--- config.mk ---
export PLATFORM = sky130hd
export DESIGN_NAME = muldiv_unit_flat
export DESIGN_NICKNAME = d
export VERILOG_FILES = /design/src/rtl/muldiv_unit_if.sv /design/src/rtl/muldiv_unit.sv /design/src/flat_wrapper.sv
export SDC_FILE = /design/constraint.sdc
export NUM_CORES = 1
export LEC_CHECK = 0
export ABC_AREA = 1
export BUFFER_PORTS_ARGS = -buffer_cell sky130_fd_sc_hd__buf_2
export CAP_MARGIN = 20
export CORE_ASPECT_RATIO = 1.5
export CORE_UTILIZATION = 40
export DETAILED_ROUTE_END_ITERATION = 16
export GPL_TIMING_DRIVEN = 0
export PLACE_DENSITY_LB_ADDON = 0.12
export SLEW_MARGIN = 0
export SYNTH_ARGS = -nofsm -noshare
export SYNTH_HDL_FRONTEND = slang
export SYNTH_SLANG_ARGS = --single-unit
--- constraint.sdc ---
create_clock -name clk -period 4.95 [get_ports clk]
set_input_delay 0.99 -clock clk [delete_from_list [all_inputs] [get_ports clk]]
set_output_delay 0.99 -clock clk [all_outputs]
set_load 0.02 [all_outputs]
--- src/rtl/muldiv_unit_if.sv ---
// Request/response bundle between an RV32M issue stage and the multiply/divide unit.
interface muldiv_unit_if;
  logic        start;
  logic [2:0]  funct3;
  logic [31:0] op_a;
  logic [31:0] op_b;
  logic        busy;
  logic        done;
  logic [31:0] result;

  modport master (
    output start, funct3, op_a, op_b,
    input  busy, done, result
  );

  modport slave (
    input  start, funct3, op_a, op_b,
    output busy, done, result
  );
endinterface

--- src/rtl/muldiv_unit.sv ---
// Iterative RV32M multiply/divide unit with a fixed 32-iteration latency.
//
// state | meaning
// IDLE  | waiting for start; operands captured on the accepting edge
// CALC  | one shift-add or restoring-divide step per edge, counter 0..31
// DONE  | result valid, done pulses for this single cycle
//
// Operands are held as magnitudes with separate sign flags, so the same
// unsigned datapath serves every funct3; signs are applied after the last step.
// acc holds {high product, multiplier} for multiply and {remainder, quotient}
// for divide, which lets both algorithms share one 64-bit register.
module muldiv_unit (
  input logic          clk,
  input logic          rst,
  muldiv_unit_if.slave bus
);

  typedef enum logic [1:0] {IDLE, CALC, DONE} state_t;

  state_t      state;
  logic [4:0]  cnt;
  logic [2:0]  f3;
  logic [31:0] a_mag;
  logic [31:0] b_mag;
  logic        neg_a;
  logic        neg_b;
  logic [63:0] acc;
  logic [31:0] result_q;
  logic        busy_q;
  logic        done_q;

  logic        in_a_sgn;
  logic        in_b_sgn;
  logic        in_neg_a;
  logic        in_neg_b;
  logic [31:0] in_a_mag;
  logic [31:0] in_b_mag;

  logic [32:0] mul_sum;
  logic [63:0] mul_nxt;
  logic [32:0] div_shift;
  logic [32:0] div_diff;
  logic [63:0] div_nxt;
  logic [63:0] acc_nxt;

  logic [63:0] prod_fix;
  logic [31:0] quo_fix;
  logic [31:0] rem_fix;
  logic [31:0] a_orig;
  logic [31:0] res_nxt;

  assign bus.busy   = busy_q;
  assign bus.done   = done_q;
  assign bus.result = result_q;

  // Decode operand signedness from funct3 and form magnitudes of the incoming operands.
  always_comb begin
    in_a_sgn = bus.funct3[2] ? ~bus.funct3[0] : (bus.funct3[1:0] != 2'b11);
    in_b_sgn = bus.funct3[2] ? ~bus.funct3[0] : ~bus.funct3[1];
    in_neg_a = in_a_sgn & bus.op_a[31];
    in_neg_b = in_b_sgn & bus.op_b[31];
    in_a_mag = in_neg_a ? (~bus.op_a + 32'd1) : bus.op_a;
    in_b_mag = in_neg_b ? (~bus.op_b + 32'd1) : bus.op_b;
  end

  // One iteration of shift-add multiply or restoring divide on the magnitudes.
  always_comb begin
    mul_sum   = {1'b0, acc[63:32]} + {1'b0, (acc[0] ? a_mag : 32'd0)};
    mul_nxt   = {mul_sum, acc[31:1]};
    div_shift = acc[63:31];
    div_diff  = div_shift - {1'b0, b_mag};
    // A borrow out of bit 32 means the divisor did not fit: restore the shifted value.
    div_nxt   = div_diff[32] ? {div_shift[31:0], acc[30:0], 1'b0}
                             : {div_diff[31:0],  acc[30:0], 1'b1};
    acc_nxt   = f3[2] ? div_nxt : mul_nxt;
  end

  // Sign fix-up and funct3 result selection, applied to the final iteration's value.
  always_comb begin
    prod_fix = (neg_a ^ neg_b) ? (~acc_nxt + 64'd1) : acc_nxt;
    quo_fix  = (neg_a ^ neg_b) ? (~acc_nxt[31:0] + 32'd1) : acc_nxt[31:0];
    rem_fix  = neg_a ? (~acc_nxt[63:32] + 32'd1) : acc_nxt[63:32];
    a_orig   = neg_a ? (~a_mag + 32'd1) : a_mag;
    res_nxt  = 32'd0;
    case (f3)
      3'b000:                 res_nxt = prod_fix[31:0];
      3'b001, 3'b010, 3'b011: res_nxt = prod_fix[63:32];
      3'b100, 3'b101:         res_nxt = (b_mag == 32'd0) ? 32'hFFFF_FFFF : quo_fix;
      default:                res_nxt = (b_mag == 32'd0) ? a_orig : rem_fix;
    endcase
  end

  // Control FSM and datapath registers; reset wins over any request.
  always_ff @(posedge clk) begin
    if (rst) begin
      state    <= IDLE;
      cnt      <= 5'd0;
      f3       <= 3'd0;
      a_mag    <= 32'd0;
      b_mag    <= 32'd0;
      neg_a    <= 1'b0;
      neg_b    <= 1'b0;
      acc      <= 64'd0;
      result_q <= 32'd0;
      busy_q   <= 1'b0;
      done_q   <= 1'b0;
    end else begin
      case (state)
        IDLE: begin
          done_q <= 1'b0;
          if (bus.start) begin
            f3     <= bus.funct3;
            a_mag  <= in_a_mag;
            b_mag  <= in_b_mag;
            neg_a  <= in_neg_a;
            neg_b  <= in_neg_b;
            acc    <= {32'd0, (bus.funct3[2] ? in_a_mag : in_b_mag)};
            cnt    <= 5'd0;
            busy_q <= 1'b1;
            state  <= CALC;
          end
        end
        CALC: begin
          acc <= acc_nxt;
          cnt <= cnt + 5'd1;
          if (cnt == 5'd31) begin
            result_q <= res_nxt;
            done_q   <= 1'b1;
            state    <= DONE;
          end
        end
        DONE: begin
          done_q <= 1'b0;
          busy_q <= 1'b0;
          state  <= IDLE;
        end
        default: begin
          done_q <= 1'b0;
          busy_q <= 1'b0;
          state  <= IDLE;
        end
      endcase
    end
  end

endmodule

--- src/flat_wrapper.sv ---
// flat-port wrapper written by rule: the top's interface ports become plain ports
module muldiv_unit_flat 
  (clk, rst, bus_start, bus_funct3, bus_op_a, bus_op_b, bus_busy, bus_done, bus_result);
  muldiv_unit_if bus_i ();
  input logic clk;
  input logic rst;
  input wire logic [$bits(bus_i.start)-1:0] bus_start;
  input wire logic [$bits(bus_i.funct3)-1:0] bus_funct3;
  input wire logic [$bits(bus_i.op_a)-1:0] bus_op_a;
  input wire logic [$bits(bus_i.op_b)-1:0] bus_op_b;
  output wire logic [$bits(bus_i.busy)-1:0] bus_busy;
  output wire logic [$bits(bus_i.done)-1:0] bus_done;
  output wire logic [$bits(bus_i.result)-1:0] bus_result;
  assign bus_i.start = bus_start;
  assign bus_i.funct3 = bus_funct3;
  assign bus_i.op_a = bus_op_a;
  assign bus_i.op_b = bus_op_b;
  assign bus_busy = bus_i.busy;
  assign bus_done = bus_i.done;
  assign bus_result = bus_i.result;
  muldiv_unit u_core (.clk(clk), .rst(rst), .bus(bus_i));
endmodule
=== Word level (Yosys, flattened, before mapping) ===
Index checks and enable logic that the tools add are counted.

* Add/sub/neg operators: 9
* Equality and inequality tests: 10
* Muxes and demuxes: 24
* Bitwise operators: 12
* Reduce and logical (&&, ||, !) cells: 12

{| class="wikitable"
|+ Operators by type and width
! kind !! number
|-
| $mux W32 || 9
|-
| $mux W64 || 4
|-
| $add A32 B1 Y32 const B || 5
|-
| $not A32 Y32 || 5
|-
| $pmux W64 S2 || 1
|-
| $pmux W32 S3 || 1
|-
| $add A64 B1 Y64 const B || 1
|-
| $not A64 Y64 || 1
|-
| $add A32 B32 Y33 || 1
|-
| $sub A33 B32 Y33 || 1
|-
| $logic_not A32 Y1 || 1
|-
| $pmux W5 S2 || 1
|-
| $reduce_and A2 Y1 || 5
|-
| $eq A3 B2 Y1 const B || 2
|-
| $eq A3 B3 Y1 const B || 2
|-
| $add A5 B1 Y5 const B || 1
|-
| $eq A5 B5 Y1 const B || 1
|-
| $mux W5 || 1
|-
| $mux W2 || 2
|-
| $ne A2 B2 Y1 const B || 2
|-
| $pmux W2 S2 || 1
|-
| $reduce_or A2 Y1 || 2
|-
| $eq A3 B1 Y1 const B || 1
|-
| $logic_not A3 Y1 || 1
|-
| other kinds (10) || 15
|}

* Bits in registers: 174
* Input port bits: 70
* Output and inout port bits: 34
* Word-level logic and storage cells: 78

=== Logic depth before layout (Yosys ltp) ===
Gate-level depths: netlist of run 1.

* Depth in word-level cells: 8
* Gate-level depth with buffers: 37
* Depth with buffers taken out: 36

=== Worst setup path before layout of run 1 ===
No wires, ideal clock.

* Path kind: register to register
* Start point: register u_core.acc[31]
* End point: register u_core.result_q[24], in the netlist u_core.bus.result[24]
* Library setup time: 67 ps
* Data arrival time: 3916 ps
* Data required time: 4883 ps
* Path slack: 966 ps
* Cell stages (with the launch flop): 35
* Cells stage by stage: dfxtp_1 inv_1 ha_1 fa_1 inv_1 nand2_1 nand2_1 nand3_1 nand2_2 nand2_1 nand2_2 nand2_4 nand2_4 nand2_4 buf_6 nand3_4 nand2_2 inv_2 ha_1 nand3_1 nor2_2 nand3_2 nor2_2 nand3_1 nor3_2 nand4_2 o21ai_2 inv_1 a21oi_2 nand3_1 nand2_1 nor2_1 nor2_1 nand2_1 a21oi_2

* Longest elaborated chain between the ends: 8
* Elaborated cells between the ends (all ways): 15
* Those cells by class: add/sub (4); mux (8); bitwise (3)

{| class="wikitable"
|+ Ends and longest elaborated chain
! item !! line !! source
|-
| from (decl) || muldiv_unit.sv:27 || <nowiki>logic [63:0] acc;</nowiki>
|-
| from (signal assigned) || muldiv_unit.sv:117 || <nowiki>acc <= {32'd0, (bus.funct3[2] ? in_a_mag : in_b_mag)};</nowiki>
|-
| from (signal assigned) || muldiv_unit.sv:124 || <nowiki>acc <= acc_nxt;</nowiki>
|-
| $sub A33 B32 Y33 || muldiv_unit.sv:71 || <nowiki>div_diff = div_shift - {1'b0, b_mag};</nowiki>
|-
| $mux W64 || muldiv_unit.sv:73 || <nowiki>div_nxt = div_diff[32] ? {div_shift[31:0], acc[30:0], 1'b0}</nowiki>
|-
| $mux W64 (*) || muldiv_unit.sv:75 || <nowiki>acc_nxt = f3[2] ? div_nxt : mul_nxt;</nowiki>
|-
| $not A32 Y32, on equally long branches || muldiv_unit.sv:82, muldiv_unit.sv:81 ||
|-
| $add A32 B1 Y32, on equally long branches || muldiv_unit.sv:82, muldiv_unit.sv:81 ||
|-
| $mux W32, on equally long branches || muldiv_unit.sv:82, muldiv_unit.sv:81 ||
|-
| $mux W32, on equally long branches || muldiv_unit.sv:89, muldiv_unit.sv:88 ||
|-
| $pmux W32 S3 (*) || muldiv_unit.sv:85 || <nowiki>case (f3)</nowiki>
|-
| to (signal assigned) || muldiv_unit.sv:127 || <nowiki>result_q <= res_nxt;</nowiki>
|-
| to (decl) || muldiv_unit.sv:28 || <nowiki>logic [31:0] result_q;</nowiki>
|}

Mark *: on every way between the ends. The rest lies on a longest branch, timed or not.
A chain may end at the register's enable or synchronous reset.

=== Worst setup path in the final report of run 1 ===
* Start point: register u_core.acc[31]
* End point: register u_core.result_q[4], in the netlist u_core.bus.result[4]

The elaborated chain is that of the path after synthesis.

==> impl_metrics.env, run 1 <==
export IMPL_status="complete, no violations"
export IMPL_r2r_start="u_core.acc[31]"
export IMPL_vdd_drop_max_v=0.0002917
export IMPL_ys_seq_area_frac=0.1860
export IMPL_antenna_left=0
export IMPL_grt_usage=0.4003
export IMPL_setup_worst_path_end_class="flop"
export IMPL_power_leakage_nw=10.76
export IMPL_synthMuxAreaShare=0
export IMPL_timing_rr_end="u_core.bus.result[4]"
export IMPL_synth_area_per_cell_um2=5.581
export IMPL_synthAdderAreaFrac=0.04957
export IMPL_synth_seq_cells=174
export IMPL_num_nets_final=3631
export IMPL_die_area_mm2=0.04771
export IMPL_grt_pass1_vias=21915
export IMPL_drtIter0Drc=2113
export IMPL_max_slew_margin=0.1725
export IMPL_crit_type="flop to flop"
export IMPL_max_stage_delay_ns=0.39
export IMPL_area_growth_pct=11.11
export IMPL_synthXorXnorAreaFrac=0.03741
export IMPL_drt_total_wl_um=95780
export IMPL_cpMaxStageDelayCell="dfxtp_4"
export IMPL_endpoint="u_core.bus.result[4]"
export IMPL_htree_num_levels=4
export IMPL_vias=23330
export IMPL_clk_path_buf_depth=2
export IMPL_dp_hpwl_um=80510
export IMPL_port_buffers=103
export IMPL_hold_worst_slack_ns=0.4645
export IMPL_maxCapViolations=0
export IMPL_setup_tns_ns=0
export IMPL_start_util=0.4071
export IMPL_rsz0062_at_grt="no"
export IMPL_min_path_type="flop to flop"
export IMPL_rows=96
export IMPL_die_height_um=267.0
export IMPL_setup_viol=0
export IMPL_crit_path_start="u_core.acc[31]"
export IMPL_slew_violations=0
export IMPL_multi_input_area_mm2=0.01273
export IMPL_synth_distinct_cells=62
export IMPL_worstPathMaxFanout=10
export IMPL_fmax_mhz=210.5
export IMPL_critPathLaunchType="flop"
export IMPL_grt_max_degree=19
export IMPL_wl_per_cell_um=23.41
export IMPL_period_share=0.9598
export IMPL_routabilityCongestion=1.065
export IMPL_fillers=5151
export IMPL_path_clk_slew_ns=0.08
export IMPL_yosysWarnings=0
export IMPL_drive_above_1_share=0.08598
export IMPL_antenna_found_initial=3
export IMPL_cts_tree="done"
export IMPL_register_area_mm2=0.003492
export IMPL_r2r_setup_slack_ns=0.20
export IMPL_synth_simple_area_share=0.4045
export IMPL_gr_total_overflow=0
export IMPL_p_per_area_mw_per_mm2=274.7
export IMPL_crit_required_ns=5.36
export IMPL_syn_area_mm2=0.01873
export IMPL_hold_violations=0
export IMPL_grt_pass1_wl_um=136400
export IMPL_synth_top_family_by_area="simple AND/OR/NAND/NOR gates"
export IMPL_die_width_um=178.7
export IMPL_fin_util=0.4524
export IMPL_p_total_w=0.005717
export IMPL_min_period_ns=4.751
export IMPL_root_buffer="clkbuf_16"
export IMPL_tightest_slew_ns=1.241
export IMPL_via_per_inst=5.703
export IMPL_r2r_cells=31
export IMPL_synth_nets=3499
export IMPL_cts_inserted_buffers=17
export IMPL_clkLatencyLatePin_ns=0.48
export IMPL_ys_flop_type="dfxtp_1"
export IMPL_ys_async_sr_fraction=0
export IMPL_cp_arrival_ns=5.17
export IMPL_synth_compound_area_frac=0.1824
export IMPL_coreArea_mm2=0.04600
export IMPL_cts_hold_buf=0
export IMPL_drc=0
export IMPL_syn_inst=3356
export IMPL_dr_pass1_iters=6
export IMPL_skew_ns=0.01513
export IMPL_clock_sink_count=174
export IMPL_ios=104
export IMPL_synth_edf_count=0
-- flip-flops by register name, indices dropped and copies added (netlist names) --
| signal | cells |
|---|---|
| u_core.bus.busy | 1 |
| u_core.acc | 64 |
| u_core.neg_a | 1 |
| u_core.a_mag | 32 |
| u_core.f3 | 3 |
| u_core.b_mag | 32 |
| u_core.bus.done | 1 |
| u_core.neg_b | 1 |
| u_core.state | 2 |
| u_core.bus.result | 32 |
| u_core.cnt | 5 |
-- layout make-up --
class / count / share of cell area
antenna: 2 / 0.0002405
multi-input combinational: 2508 / 0.6119
sequential: 174 / 0.1678
clock inverter: 15 / 0.009199
buffer: 114 / 0.02519
timing repair buffer: 114 / 0.02874
clock buffer: 17 / 0.02044
inverter: 559 / 0.1012
tap: 588 / 0.03535
-- worst min path at each step --
stage,slack [ns],cells after the start,start,end
after global placement,0.44,1,u_core.state[1],u_core.bus.busy
after CTS,0.47,2,u_core.bus.result[25],u_core.bus.result[25]
after global routing,0.49,1,u_core.state[1],u_core.bus.busy
after detailed placement,0.46,2,u_core.bus.result[25],u_core.bus.result[25]
after floorplan,0.42,1,u_core.state[1],u_core.bus.busy
final,0.46,2,u_core.bus.result[25],u_core.bus.result[25]
-- where the power goes --
part	internal, W	leakage (nW)	switching [W]	total [W]
clock network	0.000771	0.297	0.000720	0.00149
logic	0.000735	9.04	0.00189	0.00263
registers	0.00149	1.43	0.000113	0.00160
-- kinds of logic (layout without fill, tap and decap cells) --
logic type / after synthesis / in the layout
AND/OR/NAND/NOR: 1750 / 1750
buffers and inverters: 674 / 819
AO/OA/AOI/OAI: 605 / 605
flip-flops: 174 / 174
XOR/XNOR: 80 / 80
adder cells (fa/ha/maj): 73 / 73
other: 0 / 2
-- per-layer routing --
| metal | wire [um] | vias up | global-route usage |
|---|---|---|---|
| li1 | - | 11091 | - |
| met1 | 37220 | 10932 | 0.4579 |
| met2 | 43680 | 1009 | 0.6508 |
| met3 | 5507 | 296 | 0.05285 |
| met4 | 9351 | 2 | 0.3456 |
| met5 | 13 | - | 0 |
-- synth_stat cells (all sizes together), types with 26 or more instances --
cell | n | share of area
inv | 554 | 0.11
buf | 37 | 0.012
dfxtp | 174 | 0.19
nand3 | 318 | 0.088
nand2 | 941 | 0.20
nor2 | 361 | 0.077
clkbuf | 78 | 0.016
nor3 | 41 | 0.012
a31oi | 26 | 0.0087
o21ai | 252 | 0.069
xnor2 | 31 | 0.014
ha | 71 | 0.047
o22ai | 40 | 0.013
xor2 | 49 | 0.023
a21oi | 209 | 0.058
-- critical path: cells and delay by family (launching register included) --
| kind | cells | cell delay [ns] |
|---|---|---|
| simple gates | 19 | 2.33 |
| fa+ha+maj | 3 | 0.75 |
| buf+inv | 4 | 0.43 |
| compound gates | 4 | 0.59 |
| xor+xnor | 1 | 0.19 |
| flops | 1 | 0.39 |
-- placed cells by master (no fill, tap or decap), types with 20 or more instances in the layout --
cell,netlist,routed
inv_1,548,547
buf_2,12,115
nand2_2,39,38
nor4_1,22,22
nor2_2,24,20
xor2_1,49,49
xnor2_1,31,31
a31oi_1,26,26
ha_1,71,70
a21oi_1,202,201
nand3_1,310,308
dfxtp_1,174,169
o21ai_0,230,229
nor2_1,334,334
clkbuf_1,78,76
nand3b_1,21,21
o22ai_1,40,40
nor3_1,38,38
nand4_1,24,24
nand2_1,897,897
-- through the flow --
| step | area, um^2 | worst slack [ns] | std cells |
|---|---|---|---|
| 6_report | 20810 | 0.1991 | 4091 |
| 5_1_grt | 20810 | 0.01026 | 4089 |
| 3_3_place_gp | 19980 | -0.4824 | 4047 |
| 4_1_cts | 20730 | 0.01637 | 4083 |
| 3_5_place_dp | 19990 | -0.5084 | 4048 |
| 2_1_floorplan | 18730 | 0.9664 | 3356 |
-- repair_timing --
item,CTS,global route
setup endpoints to repair,26,26
resized for setup,21,10
setup buffers,3,7
pin swaps,3,7
cloned,0,0
Power figures use the tool's default switching activity.
==> run 2, diff against run 1 <==
CORE_ASPECT_RATIO = 0.9   (was 1.5)
==> run 2 against run 1 <==
  * Die area about the same
  * Cell count is 0.51% higher
  * Count of clock-buffer cells in the layout grew 1
  * Flip-flop and latch count unchanged
  * Sequential power about the same
  * Clock skew grew 0.011 ns
  * Power down 0.76%
  * Final area grew 0.41%
  * Highest routed layer unchanged
  * First-iteration DRC count rose by 40%
==> impl_metrics.env, run 2 (synthesis results as in run 1) <==
export IMPL_status="complete, no violations"
export IMPL_slew_violations=0
export IMPL_cts_inserted_buffers=17
export IMPL_root_buffer="clkbuf_16"
export IMPL_grt_max_degree=20
export IMPL_cts_tree="done"
export IMPL_maxCapViolations=0
export IMPL_vdd_drop_max_v=0.0002697
export IMPL_largest_register="u_core.acc"
export IMPL_gr_total_overflow=0
export IMPL_hold_worst_slack_ns=0.4631
export IMPL_diodes=0
export IMPL_fin_util=0.4560
export IMPL_coreArea_mm2=0.04583
export IMPL_antenna_left=0
export IMPL_cpMaxStageDelayCell="o31ai_1"
export IMPL_hold_violations=0
export IMPL_post_dp_cell_area_mm2=0.02002
export IMPL_crit_type="flop to flop"
export IMPL_routabilityCongestion=1.028
export IMPL_cp_arrival_ns=5.18
export IMPL_max_slew_margin=0.2735
export IMPL_max_stage_delay_ns=0.84
export IMPL_fmax_mhz=207.8
export IMPL_mostFrequentLayoutCell="nand2_1"
export IMPL_die_height_um=207.3
export IMPL_dp_hpwl_um=78520
export IMPL_multi_input_area_mm2=0.01277
export IMPL_via_per_inst=5.734
export IMPL_hold_depth=2
export IMPL_wl_per_cell_um=22.72
export IMPL_start_util=0.4087
export IMPL_drt_total_wl_um=93430
export IMPL_period_share=0.9720
export IMPL_cp_common_cell="nand2_4"
export IMPL_clkLatencyLatePin_ns=0.51
export IMPL_dr_pass1_iters=6
export IMPL_die_area_mm2=0.04770
export IMPL_clock_sink_count=174
export IMPL_grt_usage=0.3832
export IMPL_crit_required_ns=5.32
export IMPL_grt_pass1_wl_um=134800
export IMPL_worstPathMaxFanout=10
export IMPL_setup_viol=0
export IMPL_register_area_mm2=0.003490
export IMPL_area_growth_pct=11.57
export IMPL_tightest_slew_ns=1.090
export IMPL_drc=0
export IMPL_min_period_ns=4.811
export IMPL_drtIter0Drc=2955
export IMPL_port_buffers=103
export IMPL_rows=74
export IMPL_power_leakage_nw=10.77
export IMPL_largest_reg_flops=64
export IMPL_p_total_w=0.005674
export IMPL_grt_pass1_vias=21211
export IMPL_drive_above_1_share=0.08990
export IMPL_p_per_area_mw_per_mm2=271.5
export IMPL_clk_path_buf_depth=2
export IMPL_htree_num_levels=4
export IMPL_antenna_found_initial=4
export IMPL_skew_ns=0.02614
export IMPL_min_path_type="flop to flop"
export IMPL_setup_worst_path_end_class="flop"
export IMPL_cts_hold_buf=0
export IMPL_ios=104
export IMPL_critPathLaunchType="flop"
export IMPL_fillers=5158
export IMPL_layout_common_cells="nand2_1, inv_1, nor2_1"
export IMPL_setup_tns_ns=0
export IMPL_path_clk_slew_ns=0.08
export IMPL_vias=23579
export IMPL_final_area_mm2=0.02090
export IMPL_die_width_um=230.1
export IMPL_r2r_cells=30
export IMPL_num_nets_final=3634
-- run 2: cell count changes in the layout (fill, tap and decap cells not counted), moves of 3 or more --
cell      previous run  this run
inv_8                6         2
ha_1                70        66
ha_2                 0         3
clkinv_8             1         6
inv_1              547       542
inv_2                6        10
-- run 2: path summary, 6_finish.rpt --
path | from | to | slack, ns
worst max-delay path | u_core.acc[31] | u_core.bus.result[20] | 0.14
worst max register to register | u_core.acc[31] | u_core.bus.result[20] | 0.14
worst min-delay path | u_core.bus.result[4] | u_core.bus.result[4] | 0.46
worst min register to register | u_core.bus.result[4] | u_core.bus.result[4] | 0.46
-- run 2: area by class of cell --
class / count / area share
timing repair buffer: 117 / 0.03066
sequential: 174 / 0.1670
clock buffer: 18 / 0.02054
buffer: 114 / 0.02521
tap: 608 / 0.03640
inverter: 559 / 0.1007
multi-input combinational: 2508 / 0.6112
clock inverter: 14 / 0.008263
-- run 2: worst max-delay path: cells and delay by family, from the launching register on --
kind,cells,cell delay (ns)
and+or+nand+nor,19,1.96
AOI/OAI and AO/OA,2,0.90
DFF,1,0.38
buffers and inverters,6,0.66
adders and majority gates,3,0.77
-- run 2: what timing repair did --
item / CTS / global route
endpoints found under the setup margin: 16 / 28
pin swaps: 6 / 10
buffers inserted: 6 / 6
gates resized for setup: 15 / 29
-- run 2: power by group --
part,switching [W],total (W),internal [W]
registers,0.000110,0.00160,0.00149
logic,0.00191,0.00265,0.000740
clock network,0.000743,0.00142,0.000680
-- run 2: routing by layer --
layer	global-route usage	wire length [um]	vias up
met5	0	27	-
met4	0.1608	3857	4
met3	0.07692	9333	194
met2	0.5619	38790	1242
met1	0.5410	41420	11033
li1	-	-	11106
-- run 2: per-stage QoR --
stage	std cells	setup WS, ns
global placement	4067	-0.6625
finish	4112	0.1388
global route	4112	-0.02816
detailed placement	4068	-0.6689
floorplan	3356	0.9664
CTS	4106	0.03202
